[config.mk]
export PLATFORM = sky130hd
export DESIGN_NAME = fetch_unit_flat
export DESIGN_NICKNAME = d
export VERILOG_FILES = /design/src/rtl/fetch_unit_pkg.sv /design/src/rtl/fetch_unit_if.sv /design/src/rtl/fetch_unit_if_id_reg.sv /design/src/rtl/fetch_unit.sv /design/src/flat_wrapper.sv
export SDC_FILE = /design/constraint.sdc
export NUM_CORES = 1
export LEC_CHECK = 0
export ABC_AREA = 1
export CORE_AREA = 2 2 129 131
export CTS_CLUSTER_DIAMETER = 40
export CTS_CLUSTER_SIZE = 40
export DETAILED_ROUTE_END_ITERATION = 12
export DIE_AREA = 0 0 131 133
export PLACE_DENSITY = 0.81
export SLEW_MARGIN = 20
export SYNTH_ARGS = -nofsm -noshare
export SYNTH_HDL_FRONTEND = slang
export SYNTH_SLANG_ARGS = --single-unit
[constraint.sdc]
create_clock -name clk -period 2.2 [get_ports clk]
set_input_delay 0.22 -clock clk [delete_from_list [all_inputs] [get_ports clk]]
set_output_delay 0.22 -clock clk [all_outputs]
set_load 0.02 [all_outputs]
[src/rtl/fetch_unit_pkg.sv]
// Shared definitions for the fetch front end: FSM encoding and fetch constants.
package fetch_unit_pkg;

    // BOOT: nothing in flight yet; RUN: last request is correct-path;
    // KILL: last request is wrong-path and its data must be dropped.
    typedef enum logic [1:0] {
        FETCH_BOOT = 2'd0,
        FETCH_RUN  = 2'd1,
        FETCH_KILL = 2'd2
    } fetch_state_e;

    localparam logic [31:0] FETCH_NOP_INSN = 32'h0000_0013;
    localparam int          FETCH_PC_INC   = 4;
    localparam logic [31:0] FETCH_RESET_PC = 32'h0000_0000;

endpackage

[src/rtl/fetch_unit_if.sv]
// Instruction-memory read port between the fetch unit and the memory.
// Handshake: imem_en is the request valid; the memory is always ready and
// returns imem_rdata for the address presented on the following cycle.
interface fetch_unit_if #(
    parameter int PC_WIDTH   = 32,
    parameter int INSN_WIDTH = 32
);
    logic                  imem_en;
    logic [PC_WIDTH-1:0]   imem_addr;
    logic [INSN_WIDTH-1:0] imem_rdata;

    modport master (output imem_en, output imem_addr, input imem_rdata);
    modport slave  (input imem_en, input imem_addr, output imem_rdata);
endinterface

[src/rtl/fetch_unit_if_id_reg.sv]
// IF/ID pipeline register: flush beats stall, stall beats capture.
module if_id_reg
    import fetch_unit_pkg::*;
#(
    parameter int                    PC_WIDTH   = 32,
    parameter int                    INSN_WIDTH = 32,
    parameter logic [INSN_WIDTH-1:0] NOP_INSN   = INSN_WIDTH'(FETCH_NOP_INSN)
) (
    input  logic                  clk,
    input  logic                  rst_n,
    input  logic                  flush_i,
    input  logic                  stall_i,
    input  logic                  valid_i,
    input  logic [PC_WIDTH-1:0]   pc_i,
    input  logic [INSN_WIDTH-1:0] insn_i,
    output logic                  valid_o,
    output logic [PC_WIDTH-1:0]   pc_o,
    output logic [INSN_WIDTH-1:0] insn_o
);
    logic                  valid_q, valid_d;
    logic [PC_WIDTH-1:0]   pc_q, pc_d;
    logic [INSN_WIDTH-1:0] insn_q, insn_d;

    // Next-state selection; a flushed entry keeps its PC but becomes a NOP bubble.
    always_comb begin
        valid_d = valid_q;
        pc_d    = pc_q;
        insn_d  = insn_q;
        if (flush_i) begin
            valid_d = 1'b0;
            insn_d  = NOP_INSN;
        end else if (!stall_i) begin
            valid_d = valid_i;
            pc_d    = pc_i;
            insn_d  = valid_i ? insn_i : NOP_INSN;
        end
    end

    // Register with asynchronous reset to an invalid NOP entry.
    always_ff @(posedge clk or negedge rst_n) begin
        if (!rst_n) begin
            valid_q <= 1'b0;
            pc_q    <= '0;
            insn_q  <= NOP_INSN;
        end else begin
            valid_q <= valid_d;
            pc_q    <= pc_d;
            insn_q  <= insn_d;
        end
    end

    assign valid_o = valid_q;
    assign pc_o    = pc_q;
    assign insn_o  = insn_q;
endmodule

[src/rtl/fetch_unit.sv]
// Fetch front end: PC register, instruction-memory request stage and IF/ID register.
module fetch_unit
    import fetch_unit_pkg::*;
#(
    parameter int                    PC_WIDTH   = 32,
    parameter int                    INSN_WIDTH = 32,
    parameter logic [PC_WIDTH-1:0]   RESET_PC   = PC_WIDTH'(FETCH_RESET_PC),
    parameter logic [INSN_WIDTH-1:0] NOP_INSN   = INSN_WIDTH'(FETCH_NOP_INSN),
    parameter int                    CNT_WIDTH  = 16
) (
    input  logic                  clk,
    input  logic                  rst_n,
    input  logic                  pc_stall,
    input  logic                  if_stall,
    input  logic                  if_flush,
    input  logic                  jp_taken,
    input  logic [PC_WIDTH-1:0]   jp_target,
    input  logic                  br_taken,
    input  logic [PC_WIDTH-1:0]   br_target,
    fetch_unit_if.master          imem,
    output logic                  if_en,
    output logic                  id_valid,
    output logic [PC_WIDTH-1:0]   id_pc,
    output logic [INSN_WIDTH-1:0] id_insn,
    output logic [CNT_WIDTH-1:0]  redirect_cnt,
    output fetch_state_e          dbg_state
);
    fetch_state_e          state_q, state_d;
    logic [PC_WIDTH-1:0]   pc_q, pc_d;
    logic [PC_WIDTH-1:0]   req_pc_q, req_pc_d;
    logic [CNT_WIDTH-1:0]  cnt_q, cnt_d;
    logic                  redir;
    logic [PC_WIDTH-1:0]   redir_target;

    assign redir        = br_taken | jp_taken;
    // The ROB branch is older than the decoder jump, so it wins.
    assign redir_target = br_taken ? br_target : jp_target;

    // Next PC, in-flight request tracking and redirect counting.
    always_comb begin
        state_d  = state_q;
        pc_d     = pc_q;
        req_pc_d = req_pc_q;
        cnt_d    = cnt_q;
        if (redir) begin
            // Redirect overrides pc_stall; the request issued this cycle is wrong-path.
            pc_d    = redir_target;
            state_d = FETCH_KILL;
            cnt_d   = cnt_q + CNT_WIDTH'(1);
        end else begin
            if (!pc_stall) begin
                pc_d     = pc_q + PC_WIDTH'(FETCH_PC_INC);
                req_pc_d = pc_q;
                state_d  = FETCH_RUN;
            end else if (state_q == FETCH_BOOT) begin
                // RESET_PC is already on the bus, so its data arrives next cycle.
                state_d = FETCH_RUN;
            end
            if (if_flush) begin
                state_d = FETCH_KILL;
            end
        end
    end

    // State, PC and counter registers.
    always_ff @(posedge clk or negedge rst_n) begin
        if (!rst_n) begin
            state_q  <= FETCH_BOOT;
            pc_q     <= RESET_PC;
            req_pc_q <= '0;
            cnt_q    <= '0;
        end else begin
            state_q  <= state_d;
            pc_q     <= pc_d;
            req_pc_q <= req_pc_d;
            cnt_q    <= cnt_d;
        end
    end

    // A read is issued every cycle out of reset; a stalled PC simply re-reads.
    assign imem.imem_en   = rst_n;
    assign imem.imem_addr = pc_q;
    assign if_en          = (state_q == FETCH_RUN);
    assign redirect_cnt   = cnt_q;
    assign dbg_state      = state_q;

    if_id_reg #(
        .PC_WIDTH   (PC_WIDTH),
        .INSN_WIDTH (INSN_WIDTH),
        .NOP_INSN   (NOP_INSN)
    ) u_if_id_reg (
        .clk     (clk),
        .rst_n   (rst_n),
        .flush_i (if_flush),
        .stall_i (if_stall),
        .valid_i (if_en),
        .pc_i    (req_pc_q),
        .insn_i  (imem.imem_rdata),
        .valid_o (id_valid),
        .pc_o    (id_pc),
        .insn_o  (id_insn)
    );
endmodule
[src/flat_wrapper.sv]
// flat-port wrapper written by rule: the top's interface ports become plain ports
module fetch_unit_flat import fetch_unit_pkg::*;
#(
    parameter int                    PC_WIDTH   = 32,
    parameter int                    INSN_WIDTH = 32,
    parameter logic [PC_WIDTH-1:0]   RESET_PC   = PC_WIDTH'(FETCH_RESET_PC),
    parameter logic [INSN_WIDTH-1:0] NOP_INSN   = INSN_WIDTH'(FETCH_NOP_INSN),
    parameter int                    CNT_WIDTH  = 16
)
  (clk, rst_n, pc_stall, if_stall, if_flush, jp_taken, jp_target, br_taken, br_target, if_en, id_valid, id_pc, id_insn, redirect_cnt, dbg_state, imem_imem_en, imem_imem_addr, imem_imem_rdata);
  fetch_unit_if #(.PC_WIDTH(PC_WIDTH), .INSN_WIDTH(INSN_WIDTH)) imem_i ();
  input  logic clk;
  input  logic rst_n;
  input  logic pc_stall;
  input  logic if_stall;
  input  logic if_flush;
  input  logic jp_taken;
  input  logic [PC_WIDTH-1:0] jp_target;
  input  logic br_taken;
  input  logic [PC_WIDTH-1:0] br_target;
  output logic if_en;
  output logic id_valid;
  output logic [PC_WIDTH-1:0] id_pc;
  output logic [INSN_WIDTH-1:0] id_insn;
  output logic [CNT_WIDTH-1:0] redirect_cnt;
  output fetch_state_e dbg_state;
  output wire logic [$bits(imem_i.imem_en)-1:0] imem_imem_en;
  output wire logic [$bits(imem_i.imem_addr)-1:0] imem_imem_addr;
  input wire logic [$bits(imem_i.imem_rdata)-1:0] imem_imem_rdata;
  assign imem_imem_en = imem_i.imem_en;
  assign imem_imem_addr = imem_i.imem_addr;
  assign imem_i.imem_rdata = imem_imem_rdata;
  fetch_unit #(.PC_WIDTH(PC_WIDTH), .INSN_WIDTH(INSN_WIDTH), .RESET_PC(RESET_PC), .NOP_INSN(NOP_INSN), .CNT_WIDTH(CNT_WIDTH)) u_core (.clk(clk), .rst_n(rst_n), .pc_stall(pc_stall), .if_stall(if_stall), .if_flush(if_flush), .jp_taken(jp_taken), .jp_target(jp_target), .br_taken(br_taken), .br_target(br_target), .imem(imem_i), .if_en(if_en), .id_valid(id_valid), .id_pc(id_pc), .id_insn(id_insn), .redirect_cnt(redirect_cnt), .dbg_state(dbg_state));
endmodule
# Word-level counts from Yosys, hierarchy flattened
# Index checks and enable logic that the tools add are counted.
# totals
register_bits	147
latch_bits	0
wordCells	33
out_inout_bits	117
mem_bits_rw	0
n_memories	0
in_bits	103
romBits	0
# classes
n_eq_ne	4
reduce_logical	3
shift	0
mul	0
n_bitwise	5
div	0
n_addsub	2
order_cmp	0
muxes	12
# op_table
cell	n
$mux 32	6
$add 32x3->32 const B	1
$add 16x1->16 const B	1
$mux 2	4
$ne 2x1->1 const B	2
$ne 4x1->1 const B	1
$not 1->1	4
$reduce_and 2->1	2
$eq 2x1->1 const B	1
$logic_not 2->1	1
$mux 1	2
$or 1x1->1	1

# Logic depth before layout (Yosys ltp)
# Gate-level depths: netlist of the first run.
# depth
ltp_word	5
depth_mapped	10
ltp_nobuf	10

# By module
# A second synthesis of the first run with hierarchy kept.
# unflattened
cells_unflattened	934
area_unflattened_um2	7297.0
# by_module_without_submodules
module	area_per_inst_um2	cells_per_inst	seq_area_each_um2	n_inst
fetch_unit	4660.7	645	2052.0	1
if_id_reg	2636.3	289	1630.3	1

# Least setup slack after synthesis of the first run
# OpenSTA, ideal clock, no wires.
# synth_timing
path_kind	reg2reg
from	register u_core.pc_q[2], in the netlist u_core.imem.imem_addr[2]
to	register u_core.pc_q[22], in the netlist u_core.imem.imem_addr[22]
t_required_ns	2.123
arrival_time_ns	1.547
path_stages_with_launch	10
path_slack_ns	0.575
setup_time_ns	0.077
period_less_slack_ns	1.625
path_buffers	0
path_cell_list	dfrtp_1 ha_1 nand2_1 nor2_4 nand2_2 nor2_4 nand2_1 nand2_1 nand3_1 a21oi_1
# synth_via
elab_chain_cells	3
# synth_lines
element	line_no	source
start, declared	fetch_unit.sv:29	logic [PC_WIDTH-1:0] pc_q, pc_d;
start signal, assigned	fetch_unit.sv:74	pc_q <= pc_d;
$add 32x3->32	fetch_unit.sv:52	pc_d = pc_q + PC_WIDTH'(FETCH_PC_INC);
$mux 32	fetch_unit.sv:51	if (!pc_stall) begin
$mux 32	fetch_unit.sv:45	if (redir) begin
# No other way between the ends. The select of a mux whose other input is x is not followed.
# A chain may end at the register's enable or synchronous reset.

# Worst setup path in the final report of the first run
# Ends and elaborated chain as after synthesis.

==> metrics.md, run 1 <==
| Metric | Value |
|---|---|
| Outcome | completed |
| Hold crit path type | input port to flop |
| Switching part of the total | around 30% |
| DRC viols | 0 |
| Clk sinks | roughly 150 |
| Clk_skew | around 0.0064 ns |
| GR Util All Layers | 23.5% |
| Power density over the cells | between 800 and 900 mW/mm^2 |
| Relative slew slack | between 40% and 50% |
| Final worst setup slack | 0.235 ns |
| Fmax | about 510 MHz |
| Number of DRC markers in iteration 0 | between 500 and 600 |
| DIE AREA | between 0.015 and 0.02 sq mm |
| Switching power | approximately 2.6 mW |
| Die Wd | ~130 microns |
| Worst r2r src | u_core.imem.imem_addr[2] |
| CTS clk-pin slew, worst paths | 0.06 ns |
| Cell count after synthesis | 847 |
| Setup-failing EPs final | 0 |
| Post-synthesis sequential area ratio | between 50% and 60% |
| Drt total wl | ~20000 microns |
| Syn avg cell area | 8.40 sq um |
| CP Capture Type | flop |
| Crit path DAT | roughly 2.3 ns |
| Synth Flop Type | dfrtp_1 |
| Maximum root-to-sink buffer count | 2 |
| Asr flop ratio synth | 100% |
| Row count | 47 |
| Largest net degree at the start of global routing | ~150 |
| Drt via density | a little over 5 |
| First-pass GRT wire length | between 30000 and 40000 microns |
| CP Capture Point | u_core.imem.imem_addr[22] |
| Comb pwr share | between 20% and 30% |
| Synth warn | 0 |
| Pins over their slew limit | 0 |
| Worst R2R End | u_core.imem.imem_addr[22] |
| Period minus WS final | 1.96 ns |
| # Max-Cap Violations | 0 |
| Io pins | 220 |
| Internal | about 6.1 mW |
| Detail Route Antenna Nets | 0 |
| Fin util | 62.9% |
| Final hold vios | 0 |
| Busiest layer in global routing | met2 |
| HPWL Detailed | ~15000 microns |
| CTS resizes | 0 |
| Router iterations before antenna repair | 5 |
| Port bufs | roughly 220 |
| Vias | ~6500 |
| Wire per inst | about 16 microns |
| Clock tree from TritonCTS | built |
| Placed Area | 0.00956 sq mm |
| Met2 GRT Util | a little over a third |
| Library cells used by synthesis | 37 |
| Hold_buf cts | 1 |
| Share of layout cells above drive strength 1 | a little over a tenth |
| Clk_lat worst skew | around 0.42 ns |
| Setup WS pre-CTS | between 0.2 and 0.3 ns |
| Synthesized cell area | between 0.007 and 0.008 sq mm |
| R2R Setup Slk | 0.24 ns |
| Mapped Nets | approximately 950 |
| Worst-margin pin slew | 0.782 ns |
| Grt met1 use | about a third |
| Yosys reg bits | ~150 |
| TNS Setup | 0 ns |
| CTS root buffer | clkbuf_16 |
| Num CTS Buffers | 17 |
| RSZ-0062 raised after global routing | no |
| Core area | between 0.015 and 0.02 sq mm |
| Total chip power | approximately 8.7 mW |
| CP Data Required Time | roughly 2.5 ns |
| P&R area growth vs syn | 43.0% |
| GRT Residual Overflow | 0 |
| Sequential Area | between 0.003 and 0.004 sq mm |
| H-tree depth | 4 |
| Post-synth EDFFs | 0 |
| Power share of the clock group | 34.2% |
| GP Congestion | around 0.92 |
| Initial cell density of the core | roughly 44% |
| Leakage power | between 4 and 5 nW |
| Period utilisation layout | 89.3% |
| Crit path from | u_core.imem.imem_addr[2] |
| Setup bufs post-CTS | 0 |
| CP Max Fanout | 8 |
| FILL cells | approximately 1400 |
| CP Class | flop to flop |
| Crit start category | flop |
| # diodes | 0 |
| Chip height | ~130 microns |
| Multi-input logic area | about 0.003 sq mm |
| Initial antenna violation count | 0 |
| R2R depth | 9 |
| Share of total power in sequential cells | approximately 40% |
| Peak supply drop | around 550 uV |
| GR met3 Demand/Resource | under 10% |
| Vias in the first global route | ~6300 |
| Nets | 1165 |
| Fin area | just over 0.01 sq mm |
==> final cells by class <==
| type | instances | share of cell area [%] |
|---|---|---|
| Sequential cell | 147 | 36.2 |
| Multi-Input combinational cell | 607 | 30.0 |
| Timing Repair Buffer | 236 | 23.2 |
| Clock buffer | 23 | 4.79 |
| Tap cell | 220 | 2.70 |
| Inverter | 51 | 1.88 |
| Clock inverter | 9 | 1.24 |
==> cells in the final DEF (no fill, tap or decap), types with 6 or more instances in the layout <==
| master | count |
|---|---|
| a21oi_1 | 52 |
| buf_4 | 13 |
| clkbuf_16 | 17 |
| clkdlybuf4s50_1 | 218 |
| dfrtp_1 | 144 |
| inv_1 | 46 |
| mux2_2 | 30 |
| nand2_1 | 193 |
| nand3_1 | 95 |
| nor2_1 | 130 |
| nor2_2 | 6 |
| nor2_4 | 11 |
| nor3_1 | 6 |
| o21ai_0 | 33 |
| xor2_1 | 15 |
==> synthesized netlist by cell type, types with 2 or more instances <==
master    instances  share of area, %
a21oi_1          52               3.7
ha_1              2              0.35
nor3_1            6              0.42
nand4_1           3              0.26
dfrtp_1         144                51
nand2_1         193                10
mux2_2           30               4.7
a221oi_1          2              0.25
buf_1             4              0.21
xnor2_1           5              0.62
nor2_1          131               6.9
o21ai_0          33               2.3
xor2_1           15               1.8
and2_1            2              0.18
nand2_2           5              0.44
o211ai_1          2              0.21
nand3_1          95               6.7
dfstp_2           3               1.1
nor2_4           11               1.7
o22ai_1           4              0.35
inv_1            46               2.4
nor2_2            5              0.44
clkbuf_1         18              0.95
a22oi_1           2              0.21
buf_2            18               1.3
inv_2             5              0.26
==> flip-flops by register name, summed over array words and instances (netlist names) <==
name,count
u_core.dbg_state,2
u_core.imem.imem_addr,32
u_core.redirect_cnt,16
u_core.req_pc_q,32
u_core.u_if_id_reg.insn_o,32
u_core.u_if_id_reg.pc_o,32
u_core.u_if_id_reg.valid_o,1
==> power groups by stage <==
stage	clock, mW	sequential, mW	combinational (mW)
4_1_cts	3.03	3.49	2.21
2_1_floorplan	0	3.83	0.730
3_5_place_dp	0	3.54	2.20
5_1_grt	3.14	3.57	2.37
6_report	2.96	3.50	2.20
3_3_place_gp	0	3.52	2.16
==> worst max-delay path: stages, from the launching register on <==
cell and delay (ns):
dfrtp_1 0.53, ha_1 0.22, nand2_1 0.11, nor2_4 0.18, nand2_2 0.14, nor2_4 0.26, nand2_1 0.11, nand2_1 0.07
nand3_1 0.10, a21oi_1 0.15
==> through the flow <==
| step | cells | hold WS (ns) |
|---|---|---|
| after CTS | 1293 | 0.349 |
| after detailed placement | 1260 | 0.420 |
| after global routing | 1293 | 0.369 |
| after global placement | 1260 | 0.429 |
| final | 1293 | 0.363 |
| after floorplan | 847 | -0.0756 |
==> logic make-up (layout without fill, tap and decap cells) <==
kind of cell | count (synthesis) | after routing | share of synthesized area, %
simple gates | 455 | 455 | 27.8
flops | 147 | 147 | 51.7
compound gates | 100 | 100 | 7.56
buf+inv | 93 | 319 | 5.38
mux | 30 | 30 | 4.75
xor+xnor | 20 | 20 | 2.46
fa+ha+maj | 2 | 2 | 0.351
==> worst min-delay path by stage <==
| stage | startpoint | cells past startpoint | slack [ns] | end |
|---|---|---|---|---|
| 3_5_place_dp | rst_n | 2 | 0.42 | u_core.u_if_id_reg.pc_o[11] |
| 6_report | imem_imem_rdata[22] | 3 | 0.36 | u_core.u_if_id_reg.insn_o[22] |
| 2_1_floorplan | rst_n | 0 | -0.08 | u_core.dbg_state[0] |
| 5_1_grt | imem_imem_rdata[31] | 3 | 0.37 | u_core.u_if_id_reg.insn_o[31] |
| 3_3_place_gp | rst_n | 2 | 0.43 | u_core.u_if_id_reg.pc_o[11] |
| 4_1_cts | imem_imem_rdata[26] | 3 | 0.35 | u_core.u_if_id_reg.insn_o[26] |
==> routing by layer <==
metal / part of all wire (%) / up-vias
met3: 7.5 / 32
met1: 44 / 3047
met4: 2.5 / 0
met5: 0 / -
met2: 46 / 262
li1: - / 3186
No activity file was read; power rests on OpenSTA's default activity.
==> run 2, diff against run 1 <==
Settings changed: MAX_ROUTING_LAYER set to met4, PLACE_DENSITY 0.81 to 0.78.
==> run 2 against run 1 <==
  * Global-route usage rose by 0.39 points
  * Power rose by 1.1%
  * Critical path type is now flop to primary output
  * Sequential share of layout area fell by 0.071 points
  * Design area rose by 0.20%
  * Maximum frequency rose by 6.4%
  * Largest cell class unchanged
==> metrics.md, run 2 (synthesis gave the netlist of run 1 again) <==
| Metric | Value |
|---|---|
| Outcome | completed (unchanged) |
| Placed Area | 0.00956 sq mm (about the same) |
| Nets | 1167 (was 1165) |
| Share of layout cells above drive strength 1 | 10.8% (was 10.4%) |
| Chip height | 133 microns (unchanged) |
| Fin area | 0.0102 sq mm (about the same) |
| Die Wd | 131 microns (unchanged) |
| Crit path DAT | 1.63 ns (was 2.30 ns) |
| Total chip power | 8.75 mW (was 8.65 mW) |
| CTS clk-pin slew, worst paths | 0.06 ns (about the same) |
| Commonest non-fill, non-tap cells in the layout | 218 x clkdlybuf4s50_1, 193 x nand2_1, 144 x dfrtp_1 (unchanged) |
| Peak supply drop | 558 uV (was 555 uV) |
| GRT Residual Overflow | 0 (unchanged) |
| Wire per inst | 15.4 microns (was 15.6 microns) |
| TNS Setup | 0 ns (unchanged) |
| Crit start category | flop (unchanged) |
| P&R area growth vs syn | 43.3% (was 43.0%) |
| GR Util All Layers | 23.9% (was 23.5%) |
| RSZ-0062 raised after global routing | no (unchanged) |
| Pins over their slew limit | 0 (unchanged) |
| DIE AREA | 0.0174 sq mm (unchanged) |
| HPWL Detailed | 14600 microns (was 14700 microns) |
| CP Class | flop to primary output (was flop to flop) |
| # Max-Cap Violations | 0 (unchanged) |
| FILL cells | 1358 (was 1379) |
| Io pins | 220 (unchanged) |
| Final worst setup slack | 0.353 ns (was 0.235 ns) |
| Detail Route Antenna Nets | 0 (unchanged) |
| Clock tree from TritonCTS | built (unchanged) |
| Leakage power | 4.66 nW (was 4.65 nW) |
| CTS root buffer | clkbuf_16 (unchanged) |
| Vias | 6575 (was 6527) |
| Number of DRC markers in iteration 0 | 408 (was 542) |
| Num CTS Buffers | 17 (unchanged) |
| Setup-failing EPs final | 0 (unchanged) |
| Clk_lat worst skew | 0.43 ns (was 0.42 ns) |
| Setup WS pre-CTS | 0.231 ns (was 0.297 ns) |
| Fmax | 542 MHz (was 509 MHz) |
| Drt total wl | 19900 microns (was 20100 microns) |
| Vias in the first global route | 6209 (was 6336) |
| Router iterations before antenna repair | 5 (unchanged) |
| Row count | 47 (unchanged) |
| CP Capture Type | primary output (was flop) |
| GP Congestion | 0.887 (was 0.924) |
| Post-Place Cells | 1262 (was 1260) |
| Power density over the cells | 858 mW/mm^2 (was 850 mW/mm^2) |
| Maximum root-to-sink buffer count | 2 (unchanged) |
| Setup bufs post-CTS | 0 (unchanged) |
| CP Data Required Time | 1.98 ns (was 2.54 ns) |
| Final hold vios | 0 (unchanged) |
| Port bufs | 219 (unchanged) |
| Worst-margin pin slew | 0.831 ns (was 0.782 ns) |
| Initial antenna violation count | 0 (unchanged) |
| Period minus WS final | 1.85 ns (was 1.96 ns) |
| Period utilisation layout | 83.9% (was 89.3%) |
| Most common cell after layout, fill and taps aside | clkdlybuf4s50_1 (unchanged) |
| Initial cell density of the core | 44.0% (unchanged) |
| Finished Layout Cells | 1295 (was 1293) |
| Clk_skew | 0.00714 ns (was 0.00637 ns) |
| # diodes | 0 (unchanged) |
| Drt via density | 5.08 (was 5.05) |
| Largest net degree at the start of global routing | 148 (unchanged) |
| DRC viols | 0 (unchanged) |
| CP Max Fanout | 3 (was 8) |
| Core area | 0.0162 sq mm (unchanged) |
| Clk sinks | 147 (unchanged) |
| Relative slew slack | 44.6% (was 47.9%) |
| Hold crit path type | input port to flop (unchanged) |
| H-tree depth | 4 (unchanged) |
| First-pass GRT wire length | 31500 microns (was 31900 microns) |
==> run 2: path summary, 6_finish.rpt <==
check                                         start                             to  slack [ns]  cells past startpoint
hold reg to reg             u_core.redirect_cnt[15]        u_core.redirect_cnt[15]        0.47                      1
max in group asynchronous                     rst_n      u_core.imem.imem_addr[12]        1.09                      3
min in group asynchronous                     rst_n   u_core.u_if_id_reg.insn_o[6]        0.48                      3
hold / removal                  imem_imem_rdata[11]  u_core.u_if_id_reg.insn_o[11]        0.36                      3
setup / recovery                u_core.dbg_state[1]                          if_en        0.35                      2
setup reg to reg           u_core.imem.imem_addr[2]      u_core.imem.imem_addr[24]        0.37                      9
==> run 2: stage by stage <==
| step | utilization, % | hold WS (ns) |
|---|---|---|
| 6_report | 63.1 | 0.361 |
| 4_1_cts | 63.1 | 0.343 |
| 2_1_floorplan | - | -0.0756 |
| 3_3_place_gp | 59.1 | 0.415 |
| 3_5_place_dp | 59.1 | 0.422 |
| 5_1_grt | 63.1 | 0.365 |
==> run 2: final cells by class <==
| class | count | area, sq um | share of cell area (%) |
|---|---|---|---|
| Clock buffer | 17 | 425 | 4.17 |
| Clock inverter | 15 | 206 | 2.02 |
| Inverter | 51 | 191 | 1.88 |
| Multi-Input combinational cell | 607 | 3060 | 30.0 |
| Sequential cell | 147 | 3680 | 36.1 |
| Tap cell | 220 | 275 | 2.70 |
| Timing Repair Buffer | 238 | 2360 | 23.2 |
==> run 2: where the power goes <==
| group | internal, mW | switching (mW) | total [mW] | leakage, nW |
|---|---|---|---|---|
| sequential | 3.12 | 0.370 | 3.50 | 1.83 |
| combinational | 1.05 | 1.13 | 2.19 | 2.52 |
| clock | 1.91 | 1.16 | 3.07 | 0.304 |
==> run 2: worst max-delay path, cell delays in order (launching register included) <==
cell	delay [ns]
dfrtp_1	0.46
nor2_2	0.15
clkdlybuf4s50_1	0.60
==> run 2: layer usage <==
metal / global-route usage [%] / vias to the layer above / wire (microns)
li1: - / 3187 / -
met1: 32.3 / 3082 / 8890
met2: 36.2 / 281 / 9160
met3: 5.38 / 25 / 1550
met4: 6.50 / 0 / 306
met5: - / - / 0
==> run 2: repair_timing <==
action / CTS / global route
hold buffers: 1 / 0
hold endpoints to repair: 144 / 0
gates resized for setup: 0 / 0
